[config.mk]
export PLATFORM = sky130hd
export DESIGN_NAME = fnd_scan_controller
export DESIGN_NICKNAME = d
export VERILOG_FILES = /design/src/rtl/fnd_ctrl_pkg.sv /design/src/rtl/scan_slot_counter.sv /design/src/rtl/fnd_scan_controller.sv
export SDC_FILE = /design/constraint.sdc
export NUM_CORES = 1
export LEC_CHECK = 0
export ABC_AREA = 1
export CELL_PAD_IN_SITES_DETAIL_PLACEMENT = 1
export CELL_PAD_IN_SITES_GLOBAL_PLACEMENT = 2
export CORE_ASPECT_RATIO = 0.7
export CORE_UTILIZATION = 37
export DETAILED_ROUTE_END_ITERATION = 10
export PLACE_DENSITY_LB_ADDON = 0.1
export SLEW_MARGIN = 20
export SYNTH_ARGS = -nofsm -noshare
export SYNTH_HDL_FRONTEND = slang
export SYNTH_SLANG_ARGS = --single-unit
[constraint.sdc]
create_clock -name i_clk -period 2.85 [get_ports i_clk]
set_clock_uncertainty 0.1 [all_clocks]
set_input_delay 0.57 -clock i_clk [delete_from_list [all_inputs] [get_ports i_clk]]
set_output_delay 0.57 -clock i_clk [all_outputs]
set_load 0.02 [all_outputs]
[src/rtl/fnd_ctrl_pkg.sv]
// -----------------------------------------------------------------------------
// fnd_ctrl_pkg
// Shared definitions for the FND scan controller:
//   - scan FSM state encoding
//   - slot length derivation (clock cycles per digit slot)
//   - counter width helper (ceil(log2(n)), minimum 1)
// -----------------------------------------------------------------------------
package fnd_ctrl_pkg;

  typedef enum logic [1:0] {
    ST_IDLE  = 2'd0,
    ST_DRIVE = 2'd1,
    ST_BLANK = 2'd2
  } fnd_state_e;

  // Cycles per digit slot.
  function automatic int scan_div_f(input int clk_hz, input int scan_hz);
    return clk_hz / scan_hz;
  endfunction

  // Bits needed to hold values 0..n-1.
  function automatic int cnt_width_f(input int n);
    int w;
    w = 1;
    while ((32'd1 << w) < n) begin
      w = w + 1;
    end
    return w;
  endfunction

endpackage

[src/rtl/scan_slot_counter.sv]
// -----------------------------------------------------------------------------
// scan_slot_counter
// Loadable down counter used as the digit-slot timer. Loading N-1 gives a
// phase that lasts N cycles; tc flags the final cycle of the phase.
// Ports:
//   clk       in   clock, rising edge
//   rst_n     in   asynchronous active-low reset
//   clr       in   synchronous clear to zero
//   load      in   load load_val (wins over counting)
//   load_val  in   phase length minus one
//   en        in   count enable
//   tc        out  terminal count (count is zero while enabled)
// -----------------------------------------------------------------------------
module scan_slot_counter #(
  parameter int WIDTH = 4
) (
  input  logic             clk,
  input  logic             rst_n,
  input  logic             clr,
  input  logic             load,
  input  logic [WIDTH-1:0] load_val,
  input  logic             en,
  output logic             tc
);

  localparam logic [WIDTH-1:0] ZERO = WIDTH'(0);
  localparam logic [WIDTH-1:0] ONE  = WIDTH'(1);

  logic [WIDTH-1:0] count_r;

  // Slot counter register: clear, load, or count down and stick at zero.
  always_ff @(posedge clk or negedge rst_n) begin
    if (!rst_n) begin
      count_r <= ZERO;
    end else if (clr) begin
      count_r <= ZERO;
    end else if (load) begin
      count_r <= load_val;
    end else if (en && (count_r != ZERO)) begin
      count_r <= count_r - ONE;
    end else begin
      count_r <= count_r;
    end
  end

  assign tc = en && (count_r == ZERO);

endmodule

[src/rtl/fnd_scan_controller.sv]
// -----------------------------------------------------------------------------
// fnd_scan_controller
// Time-multiplexes the FND digits (DRIVE / BLANK slots) and owns the operand
// registers feeding the calculator. Loaded operands are held in a shadow
// register and only applied at a frame boundary or while idle, so a frame
// never shows mixed operands.
//
// Build option: define FND_BLANK_GAP_EN to insert BLANK_CYC blank cycles at
// the end of every slot. Without it each digit is driven for the whole slot
// and o_EN stays high while running.
//
// Ports:
//   i_clk          in   system clock
//   i_reset_n      in   asynchronous active-low reset
//   i_Run          in   scan enable, 0 forces IDLE
//   i_Load         in   strobe capturing i_A/i_B/i_Sel into the shadow
//   i_A, i_B       in   operands (4 bits)
//   i_Sel          in   opcode (2 bits)
//   o_A, o_B, o_Sel out registered operands/opcode to the calculator
//   o_DigitSelect  out  active digit index
//   o_EN           out  FND enable
//   o_LoadAck      out  pulse when new operands appear on o_A/o_B/o_Sel
//   o_FrameTick    out  pulse in the first cycle of each new frame
// -----------------------------------------------------------------------------
module fnd_scan_controller
  import fnd_ctrl_pkg::*;
#(
  parameter int CLK_HZ     = 100000000,
  parameter int SCAN_HZ    = 1000,
  parameter int BLANK_CYC  = 1000,
  parameter int NUM_DIGITS = 4
) (
  input  logic       i_clk,
  input  logic       i_reset_n,
  input  logic       i_Run,
  input  logic       i_Load,
  input  logic [3:0] i_A,
  input  logic [3:0] i_B,
  input  logic [1:0] i_Sel,
  output logic [3:0] o_A,
  output logic [3:0] o_B,
  output logic [1:0] o_Sel,
  output logic [1:0] o_DigitSelect,
  output logic       o_EN,
  output logic       o_LoadAck,
  output logic       o_FrameTick
);

`ifdef FND_BLANK_GAP_EN
  localparam bit GAP_EN = 1'b1;
`else
  localparam bit GAP_EN = 1'b0;
`endif

  localparam int SCAN_DIV  = scan_div_f(CLK_HZ, SCAN_HZ);
  localparam int CW        = cnt_width_f(SCAN_DIV);
  localparam int DRIVE_LEN = GAP_EN ? (SCAN_DIV - BLANK_CYC) : SCAN_DIV;
  localparam logic [CW-1:0] DRIVE_LD = CW'(DRIVE_LEN - 1);
  localparam logic [CW-1:0] BLANK_LD = CW'(BLANK_CYC - 1);
  localparam logic [1:0]    DIG_LAST = 2'(NUM_DIGITS - 1);

  fnd_state_e state_r, state_nxt_s;
  logic [1:0] digit_r, digit_nxt_s, digit_inc_s;
  logic       en_r, tick_r, ack_r, pending_r;
  logic [3:0] a_r, b_r, shadow_a_r, shadow_b_r;
  logic [1:0] sel_r, shadow_sel_r;
  logic       cnt_clr_s, cnt_load_s, cnt_en_s, cnt_tc_s, boundary_s, apply_s;
  logic [CW-1:0] cnt_val_s;

  scan_slot_counter #(.WIDTH(CW)) u_slot_counter (
    .clk      (i_clk),
    .rst_n    (i_reset_n),
    .clr      (cnt_clr_s),
    .load     (cnt_load_s),
    .load_val (cnt_val_s),
    .en       (cnt_en_s),
    .tc       (cnt_tc_s)
  );

  assign cnt_en_s    = (state_r != ST_IDLE);
  assign digit_inc_s = (digit_r == DIG_LAST) ? 2'd0 : (digit_r + 2'd1);

  // Next-state, digit advance, slot timer control and frame-boundary detect.
  always_comb begin
    state_nxt_s = state_r;
    digit_nxt_s = digit_r;
    cnt_clr_s   = 1'b0;
    cnt_load_s  = 1'b0;
    cnt_val_s   = DRIVE_LD;
    boundary_s  = 1'b0;
    if (!i_Run) begin
      state_nxt_s = ST_IDLE;
      digit_nxt_s = 2'd0;
      cnt_clr_s   = 1'b1;
    end else begin
      case (state_r)
        ST_IDLE: begin
          state_nxt_s = ST_DRIVE;
          digit_nxt_s = 2'd0;
          cnt_load_s  = 1'b1;
          cnt_val_s   = DRIVE_LD;
        end
        ST_DRIVE: begin
          if (cnt_tc_s) begin
            cnt_load_s = 1'b1;
            if (GAP_EN) begin
              state_nxt_s = ST_BLANK;
              cnt_val_s   = BLANK_LD;
            end else begin
              // No gap: the last drive cycle closes the slot.
              state_nxt_s = ST_DRIVE;
              digit_nxt_s = digit_inc_s;
              cnt_val_s   = DRIVE_LD;
              boundary_s  = (digit_r == DIG_LAST);
            end
          end else begin
            state_nxt_s = ST_DRIVE;
          end
        end
        ST_BLANK: begin
          if (cnt_tc_s) begin
            state_nxt_s = ST_DRIVE;
            digit_nxt_s = digit_inc_s;
            cnt_load_s  = 1'b1;
            cnt_val_s   = DRIVE_LD;
            boundary_s  = (digit_r == DIG_LAST);
          end else begin
            state_nxt_s = ST_BLANK;
          end
        end
        default: begin
          state_nxt_s = ST_IDLE;
          digit_nxt_s = 2'd0;
          cnt_clr_s   = 1'b1;
        end
      endcase
    end
  end

  // Shadow contents go live when a frame completes or while idle.
  assign apply_s = pending_r && ((state_r == ST_IDLE) || boundary_s);

  // Scan state and registered display outputs.
  always_ff @(posedge i_clk or negedge i_reset_n) begin
    if (!i_reset_n) begin
      state_r <= ST_IDLE;
      digit_r <= 2'd0;
      en_r    <= 1'b0;
      tick_r  <= 1'b0;
    end else begin
      state_r <= state_nxt_s;
      digit_r <= digit_nxt_s;
      en_r    <= (state_nxt_s == ST_DRIVE);
      tick_r  <= boundary_s;
    end
  end

  // Operand capture into shadow and frame-aligned apply to the outputs.
  always_ff @(posedge i_clk or negedge i_reset_n) begin
    if (!i_reset_n) begin
      a_r          <= 4'd0;
      b_r          <= 4'd0;
      sel_r        <= 2'd0;
      shadow_a_r   <= 4'd0;
      shadow_b_r   <= 4'd0;
      shadow_sel_r <= 2'd0;
      pending_r    <= 1'b0;
      ack_r        <= 1'b0;
    end else begin
      if (apply_s) begin
        a_r   <= shadow_a_r;
        b_r   <= shadow_b_r;
        sel_r <= shadow_sel_r;
      end
      // A load coinciding with an apply refills the shadow and stays pending.
      if (i_Load) begin
        shadow_a_r   <= i_A;
        shadow_b_r   <= i_B;
        shadow_sel_r <= i_Sel;
        pending_r    <= 1'b1;
      end else if (apply_s) begin
        pending_r <= 1'b0;
      end
      ack_r <= apply_s;
    end
  end

  assign o_A           = a_r;
  assign o_B           = b_r;
  assign o_Sel         = sel_r;
  assign o_DigitSelect = digit_r;
  assign o_EN          = en_r;
  assign o_LoadAck     = ack_r;
  assign o_FrameTick   = tick_r;

endmodule

==> results of run 1 <==
==> power groups by stage <==
| stage | combinational [mW] | sequential, mW | clock [mW] |
|---|---|---|---|
| 2_1_floorplan | 0.186 | 0.786 | 0 |
| 3_3_place_gp | 0.347 | 0.760 | 0 |
| 3_5_place_dp | 0.352 | 0.762 | 0 |
| 4_1_cts | 0.354 | 0.749 | 0.408 |
| 5_1_grt | 0.387 | 0.757 | 0.423 |
| 6_report | 0.347 | 0.749 | 0.389 |
==> how the worst min path moves through the flow <==
stage	to	from	slack [ns]	cells past startpoint
finish	u_slot_counter.count_r[14]	i_reset_n	0.17	1
global route	shadow_b_r[1]	i_reset_n	0.20	1
CTS	u_slot_counter.count_r[14]	i_reset_n	0.18	1
detailed placement	o_B[3]	o_B[3]	0.37	2
global placement	o_B[0]	o_B[0]	0.35	2
floorplan	o_A[0]	i_reset_n	0.17	0
==> metal layers <==
layer,global-route usage,wire length (um)
met1,0.263,2940
met2,0.256,2240
met3,0.0413,190
met4,0.0551,53
met5,0,0
==> flip-flops by register name, summed over array words and instances (netlist names) <==
signal and flops:
u_slot_counter.count_r 17, shadow_a_r 4, o_LoadAck 1, state_r 2, shadow_sel_r 2, o_A 4
shadow_b_r 4, o_FrameTick 1, o_B 4, o_DigitSelect 2, o_EN 1, o_Sel 2
pending_r 1
==> critical path, delay by kind of cell, from the launching register on <==
kind	cells	cell delay (ns)
and+or+nand+nor	8	1.18
DFF	1	0.38
buffers and inverters	1	0.07
adders and majority gates	1	0.23
==> cells in the final DEF, fill, tap and decap left out, types with 5 or more instances in the layout <==
cell type | synthesis | routed
sky130_fd_sc_hd__o21ai_1 | 7 | 7
sky130_fd_sc_hd__ha_1 | 7 | 7
sky130_fd_sc_hd__nand3_1 | 22 | 22
sky130_fd_sc_hd__nor2_2 | 5 | 5
sky130_fd_sc_hd__nand2_1 | 59 | 59
sky130_fd_sc_hd__clkdlybuf4s50_1 | 0 | 27
sky130_fd_sc_hd__mux2_2 | 10 | 10
sky130_fd_sc_hd__xor2_1 | 7 | 7
sky130_fd_sc_hd__inv_1 | 31 | 31
sky130_fd_sc_hd__nor2_1 | 31 | 31
sky130_fd_sc_hd__dfrtp_1 | 45 | 45
sky130_fd_sc_hd__clkbuf_8 | 0 | 5
==> area by class of cell <==
type | instances | area share
Sequential cell | 45 | 0.404
Multi-Input combinational cell | 176 | 0.382
Inverter | 34 | 0.0467
Tap cell | 75 | 0.0337
Clock buffer | 6 | 0.0260
Timing Repair Buffer | 30 | 0.104
Clock inverter | 2 | 0.00359
==> cell families after synthesis <==
family | after synthesis | share of synthesized area
and+or+nand+nor | 136 | 0.295
xor gates and xnor gates | 10 | 0.0373
adders and majority gates | 7 | 0.0373
DFF | 45 | 0.479
AOI/OAI and AO/OA | 13 | 0.0357
buffers and inverters | 38 | 0.0681
muxes | 10 | 0.0479
==> through the flow <==
step | util | cells | setup slack (ns) | hold WS [ns]
final | 0.470 | 368 | 0.775 | 0.165
after floorplan | - | 259 | 1.17 | 0.174
after detailed placement | 0.456 | 360 | 0.661 | 0.368
after global routing | 0.470 | 368 | 0.599 | 0.202
after CTS | 0.470 | 368 | 0.732 | 0.176
after global placement | 0.456 | 360 | 0.668 | 0.354
==> flow_summary_export.csv, run 1 <==
group,metric,value,unit
outcome,run_status,"finished, final reports clean",
floorplanning,placement_rows,23,
flow_run,cap_viol_max_count,0,
power_and_ir_drop,power_density,533,nW/um^2
critical_path,crit_path_cell_trace,"inv_1, ha_1, nor2_1, nand3_2, nor2_8, nand3_4, nand2_4, nand2_2, nand2_1, nand2_1",
placement,globalplace.congestion,0.729,
yosys,synthDominantCellAreaShare,0.479,
power_and_ir_drop,internal_power,1.02,mW
clocking,cts_tree,"done",
clocking,htree_levels,2,
yosys,postSynthCellCount,259,
timing,worst_slew_pin_slew,0.587,ns
yosys,synthFlopType,"sky130_fd_sc_hd__dfrtp_1",
grt,pin_count_of_the_biggest_net_entering_global_routing,27,
yosys,netlist_top_cells_area,"sky130_fd_sc_hd__dfrtp_1, sky130_fd_sc_hd__nand2_1, sky130_fd_sc_hd__inv_1",
layout,total_area_of_multi_input_combinational_cells,1060,um^2
layout,antenna_cells,0,
critical_path,setup.worst_path.start_class,"flop",
timing,rsz0062_at_grt,"no",
power_and_ir_drop,swShare,0.315,
yosys,net_count_after_synthesis,280,
clocking,cts-root-to-sink-buffers,2,
placement,number_of_buffers_added_on_ports,28,
layout,ff_latch_area,1130,um^2
critical_path,cp.arrival,2.16,ns
timing,fmax,482,MHz
floorplanning,die-height,68.7,um
critical_path,reg2reg_depth,10,
yosys,synth_largest_area_cell,"sky130_fd_sc_hd__dfrtp_1",
power_and_ir_drop,share_comb_of_total_power,0.234,
critical_path,worstReg2RegEnd,"o_A[3]",
power_and_ir_drop,p_total,1.49,mW
routing,drtPass1Iterations,4,
critical_path,setup.worst_path.class,"reg2reg",
clocking,post_cts.resized_instances,0,
floorplanning,die_width,97.3,um
clocking,clockRootBuffer,"sky130_fd_sc_hd__clkbuf_8",
yosys,post_synth_instance_area,2350,um^2
routing,route.final.wire_length,5.42,mm
clocking,worstSkewPairLatency,0.30,ns
placement,placement.cell_area,2710,um^2
power_and_ir_drop,total_switching_power,0.468,mW
yosys,ys_ff_latch,45,
yosys,syn_avg_cell_area,9.08,um^2
critical_path,crit_start,"state_r[0]",
layout,layout-drive-gt1-share,0.171,
yosys,yosys-top-cells-count,"sky130_fd_sc_hd__nand2_1, sky130_fd_sc_hd__dfrtp_1, sky130_fd_sc_hd__inv_1, sky130_fd_sc_hd__nor2_1, sky130_fd_sc_hd__nand3_1",
critical_path,timing.critical_path.to,"o_A[3]",
floorplanning,fp.dieArea,6680,um^2
yosys,synth_enable_flop_cells,0,
critical_path,crit_top_cell,"sky130_fd_sc_hd__nand2_1",
grt,grt_remaining_overflow,0,
grt,first_global_vias,1763,
critical_path,critPathRequiredTime,2.94,ns
layout,n_fill_cell,716,
clocking,cts_made_buffers,5,
clocking,post-cts-setup-buffer-count,0,
timing,setup_viol,0,
placement,place_hpwl,4.22,mm
power_and_ir_drop,irDropWorstVdd,184,uV
timing,drv_slew,0,
timing,min_period,2.08,ns
floorplanning,design.core.area,5930,um^2
yosys,post_synth_num_cell_types,27,
power_and_ir_drop,power.share.sequential,0.504,
grt,antenna_found_initial,0,
timing,finalHoldViolCount,0,
yosys,async_flop_share,1.00,
routing,routed-via-count,1752,
floorplanning,floorplan.io_pins,29,
layout,area_growth,18.6,%
routing,average_wire_per_standard_cell,14.7,um
timing,finalSetupTns,0,ns
timing,worst_slew_margin_rel,0.609,
layout,final_nets,313,
critical_path,r2r-start,"state_r[0]",
layout,design_area,2790,um^2
floorplanning,start_util,0.397,
clocking,cts_hold_buf,0,
timing,timing.final.crit_share,0.728,
yosys,yosysSeqAreaShare,0.479,
critical_path,cp-end-kind,"flop",
yosys,yosys_warnings,0,
routing,drtIter0Drc,92,
critical_path,worst-r2r-setup-slack,0.77,ns
clocking,clock_sink_count,45,
critical_path,cp_slowest_stage_delay,0.38,ns
worst_hold_path,hold_path.class,"in2async",
power_and_ir_drop,power.clock.fraction,0.262,
grt,total_routing_usage_gr,0.178,
critical_path,critical_path.max_fanout,11,
routing,drc_errors,0,
routing,routed_via_density,4.76,
grt,global_route_wire_length_before_repair,8.88,mm
critical_path,worst_path_max_delay_cell,"sky130_fd_sc_hd__dfrtp_1",
power_and_ir_drop,cellLeakagePower,1.44,nW
clocking,clk_pin_slew,0.08,ns
yosys,synth.most_common_cell,"sky130_fd_sc_hd__nand2_1",
routing,drt.antenna.violating_nets,0,
(Power assumes the default switching activity.)
==> run 2, diff against run 1 <==
--- a/config.mk
+++ b/config.mk
@@ -9,7 +9,7 @@
 export CELL_PAD_IN_SITES_DETAIL_PLACEMENT = 1
 export CELL_PAD_IN_SITES_GLOBAL_PLACEMENT = 2
 export CORE_ASPECT_RATIO = 0.7
-export CORE_UTILIZATION = 37
+export CORE_UTILIZATION = 34
 export DETAILED_ROUTE_END_ITERATION = 10
 export PLACE_DENSITY_LB_ADDON = 0.1
 export SLEW_MARGIN = 20
==> constraint.sdc (replaced) <==
create_clock -name i_clk -period 1.93 [get_ports i_clk]
set_clock_uncertainty 0.1 [all_clocks]
set_input_delay 0.386 -clock i_clk [delete_from_list [all_inputs] [get_ports i_clk]]
set_output_delay 0.386 -clock i_clk [all_outputs]
set_load 0.02 [all_outputs]
==> flow_summary_export.csv, run 2 (synthesis gave the netlist of run 1 again) <==
group,metric,value,unit
timing,min_period,1.81,ns
floorplanning,placement_rows,24,
critical_path,worst_path_max_delay_cell,"sky130_fd_sc_hd__dfrtp_1",
floorplanning,floorplan.io_pins,29,
critical_path,setup.worst_path.start_class,"flop",
clocking,worstSkewPairLatency,0.30,ns
timing,finalHoldViolCount,0,
power_and_ir_drop,cellLeakagePower,1.49,nW
clocking,clock_sink_count,45,
clocking,clk_pin_slew,0.09,ns
routing,drc_errors,0,
critical_path,critPathRequiredTime,2.02,ns
clocking,clockRootBuffer,"sky130_fd_sc_hd__clkbuf_8",
timing,fmax,552,MHz
grt,first_global_vias,1872,
routing,routed-via-count,1758,
layout,area_growth,24.7,%
layout,n_fill_cell,759,
timing,worst_slew_pin_slew,0.508,ns
timing,drv_slew,0,
clocking,htree_levels,2,
critical_path,r2r-start,"state_r[1]",
power_and_ir_drop,irDropWorstVdd,457,uV
critical_path,cp_num_buf_inv,2,
layout,total_area_of_multi_input_combinational_cells,1100,um^2
layout,ff_latch_area,1130,um^2
grt,antenna_found_initial,0,
timing,timing.final.crit_share,0.939,
layout,layout-drive-gt1-share,0.199,
layout,antenna_cells,0,
flow_run,cap_viol_max_count,0,
placement,globalplace.congestion,0.711,
critical_path,setup.worst_path.class,"reg2reg",
power_and_ir_drop,power.share.sequential,0.495,
floorplanning,die_width,101,um
clocking,cts_made_buffers,5,
clocking,cts-root-to-sink-buffers,2,
power_and_ir_drop,share_comb_of_total_power,0.245,
layout,final_core_util,0.454,
clocking,cts_tree,"done",
power_and_ir_drop,total_switching_power,0.707,mW
routing,average_wire_per_standard_cell,14.5,um
timing,setup_viol,0,
layout,top_register,"u_slot_counter.count_r",
grt,global_route_wire_length_before_repair,9.52,mm
floorplanning,design.core.area,6460,um^2
critical_path,crit_path_cell_trace,"inv_1, ha_2, nor2_2, nand3_2, nor2_8, nand3b_4, nand2_8, inv_4, o21ai_1, nand2_1",
grt,grt_remaining_overflow,0,
critical_path,critical_path.top_delay_family,"simple AND/OR/NAND/NOR gates",
placement,number_of_buffers_added_on_ports,28,
routing,routed_via_density,4.48,
critical_path,critical_path.max_fanout,6,
routing,route.final.wire_length,5.69,mm
timing,finalSetupTns,0,ns
grt,pin_count_of_the_biggest_net_entering_global_routing,46,
power_and_ir_drop,p_total,2.24,mW
worst_hold_path,hold_path.class,"reg2reg",
critical_path,cp-end-kind,"flop",
routing,drtIter0Drc,46,
placement,place_hpwl,4.28,mm
floorplanning,start_util,0.364,
layout,design_area,2930,um^2
critical_path,cp_slowest_stage_delay,0.37,ns
power_and_ir_drop,power.clock.fraction,0.260,
layout,final_nets,321,
layout,most_common_cell_after_layout_fill_and_taps_aside,"sky130_fd_sc_hd__nand2_1",
worst_hold_path,hold_start,"o_A[0]",
outcome,run_status,"finished, final reports clean",
power_and_ir_drop,swShare,0.316,
layout,final_cell_mix,"sky130_fd_sc_hd__nand2_1, sky130_fd_sc_hd__dfrtp_1, sky130_fd_sc_hd__inv_1",
power_and_ir_drop,internal_power,1.53,mW
timing,worst_slew_margin_rel,0.661,
floorplanning,fp.dieArea,7260,um^2
power_and_ir_drop,power_density,763,nW/um^2
routing,drt.antenna.violating_nets,0,
critical_path,cp.arrival,1.91,ns
placement,placement.cell_area,2800,um^2
critical_path,crit_start,"state_r[1]",
layout,largest_register_ff_count,17,
grt,total_routing_usage_gr,0.176,
routing,drtPass1Iterations,4,
floorplanning,die-height,71.6,um
==> run 2: cell types whose count changed in the layout (fill, tap and decap cells not counted), sizes merged <==
cell	delta
clkbuf	+1
dlygate4sd3	+1
clkinv	-2
clkinvlp	+1
buf	+7
==> run 2: worst paths after layout <==
kind | cells after the start | end | slack (ns)
min in group asynchronous | 3 | u_slot_counter.count_r[14] | 0.48
max in group asynchronous | 3 | u_slot_counter.count_r[15] | 1.02
setup reg to reg | 10 | u_slot_counter.count_r[1] | 0.12
hold reg to reg | 2 | o_A[0] | 0.38
hold / removal | 2 | o_A[0] | 0.38
setup / recovery | 10 | u_slot_counter.count_r[1] | 0.12
==> run 2: what timing repair did <==
| item | in CTS | in global routing |
|---|---|---|
| hold endpoints to repair | 45 | 0 |
| setup buffers | 0 | 1 |
| setup endpoints to repair | 0 | 28 |
| hold buffers | 1 | 0 |
| gates resized for setup | 0 | 8 |
==> run 2: per-stage QoR <==
stage	instances	hold WS, ns	setup slack, ns
2_1_floorplan	259	-0.00959	0.255
3_3_place_gp	382	0.290	0.0334
6_report	392	0.375	0.117
4_1_cts	391	0.381	0.00658
3_5_place_dp	382	0.292	0.0316
5_1_grt	392	0.403	-0.0498
==> run 2: cell type report <==
type	count	area share
clock buffer	7	0.0260
clock inverter	1	0.00256
inverter	34	0.0444
multi-input combinational	176	0.374
sequential	45	0.384
tap	91	0.0388
timing repair buffer	38	0.130
==> run 2: power by group through the flow <==
stage | combinational, mW | sequential [mW] | clock, mW
after detailed placement | 0.542 | 1.12 | 0
after floorplan | 0.274 | 1.16 | 0
after CTS | 0.546 | 1.11 | 0.611
final | 0.548 | 1.11 | 0.582
after global placement | 0.534 | 1.12 | 0
after global routing | 0.610 | 1.12 | 0.651
==> run 2: worst register-to-register path, stage by stage (launching register included) <==
cell	delay, ns
sky130_fd_sc_hd__dfrtp_1	0.37
sky130_fd_sc_hd__inv_1	0.07
sky130_fd_sc_hd__ha_2	0.20
sky130_fd_sc_hd__nor2_2	0.12
sky130_fd_sc_hd__nand3_2	0.14
sky130_fd_sc_hd__nor2_8	0.21
sky130_fd_sc_hd__nand3b_4	0.15
sky130_fd_sc_hd__nand2_8	0.12
sky130_fd_sc_hd__inv_4	0.06
sky130_fd_sc_hd__o21ai_1	0.09
sky130_fd_sc_hd__nand2_1	0.07
==> run 2: routing by layer <==
metal | up-vias | part of all wire | track usage
li1 | 885 | - | -
met1 | 850 | 0.55 | 0.263
met2 | 19 | 0.42 | 0.252
met3 | 4 | 0.028 | 0.0429
met4 | 0 | 0.0090 | 0.0483
met5 | - | 0 | 0
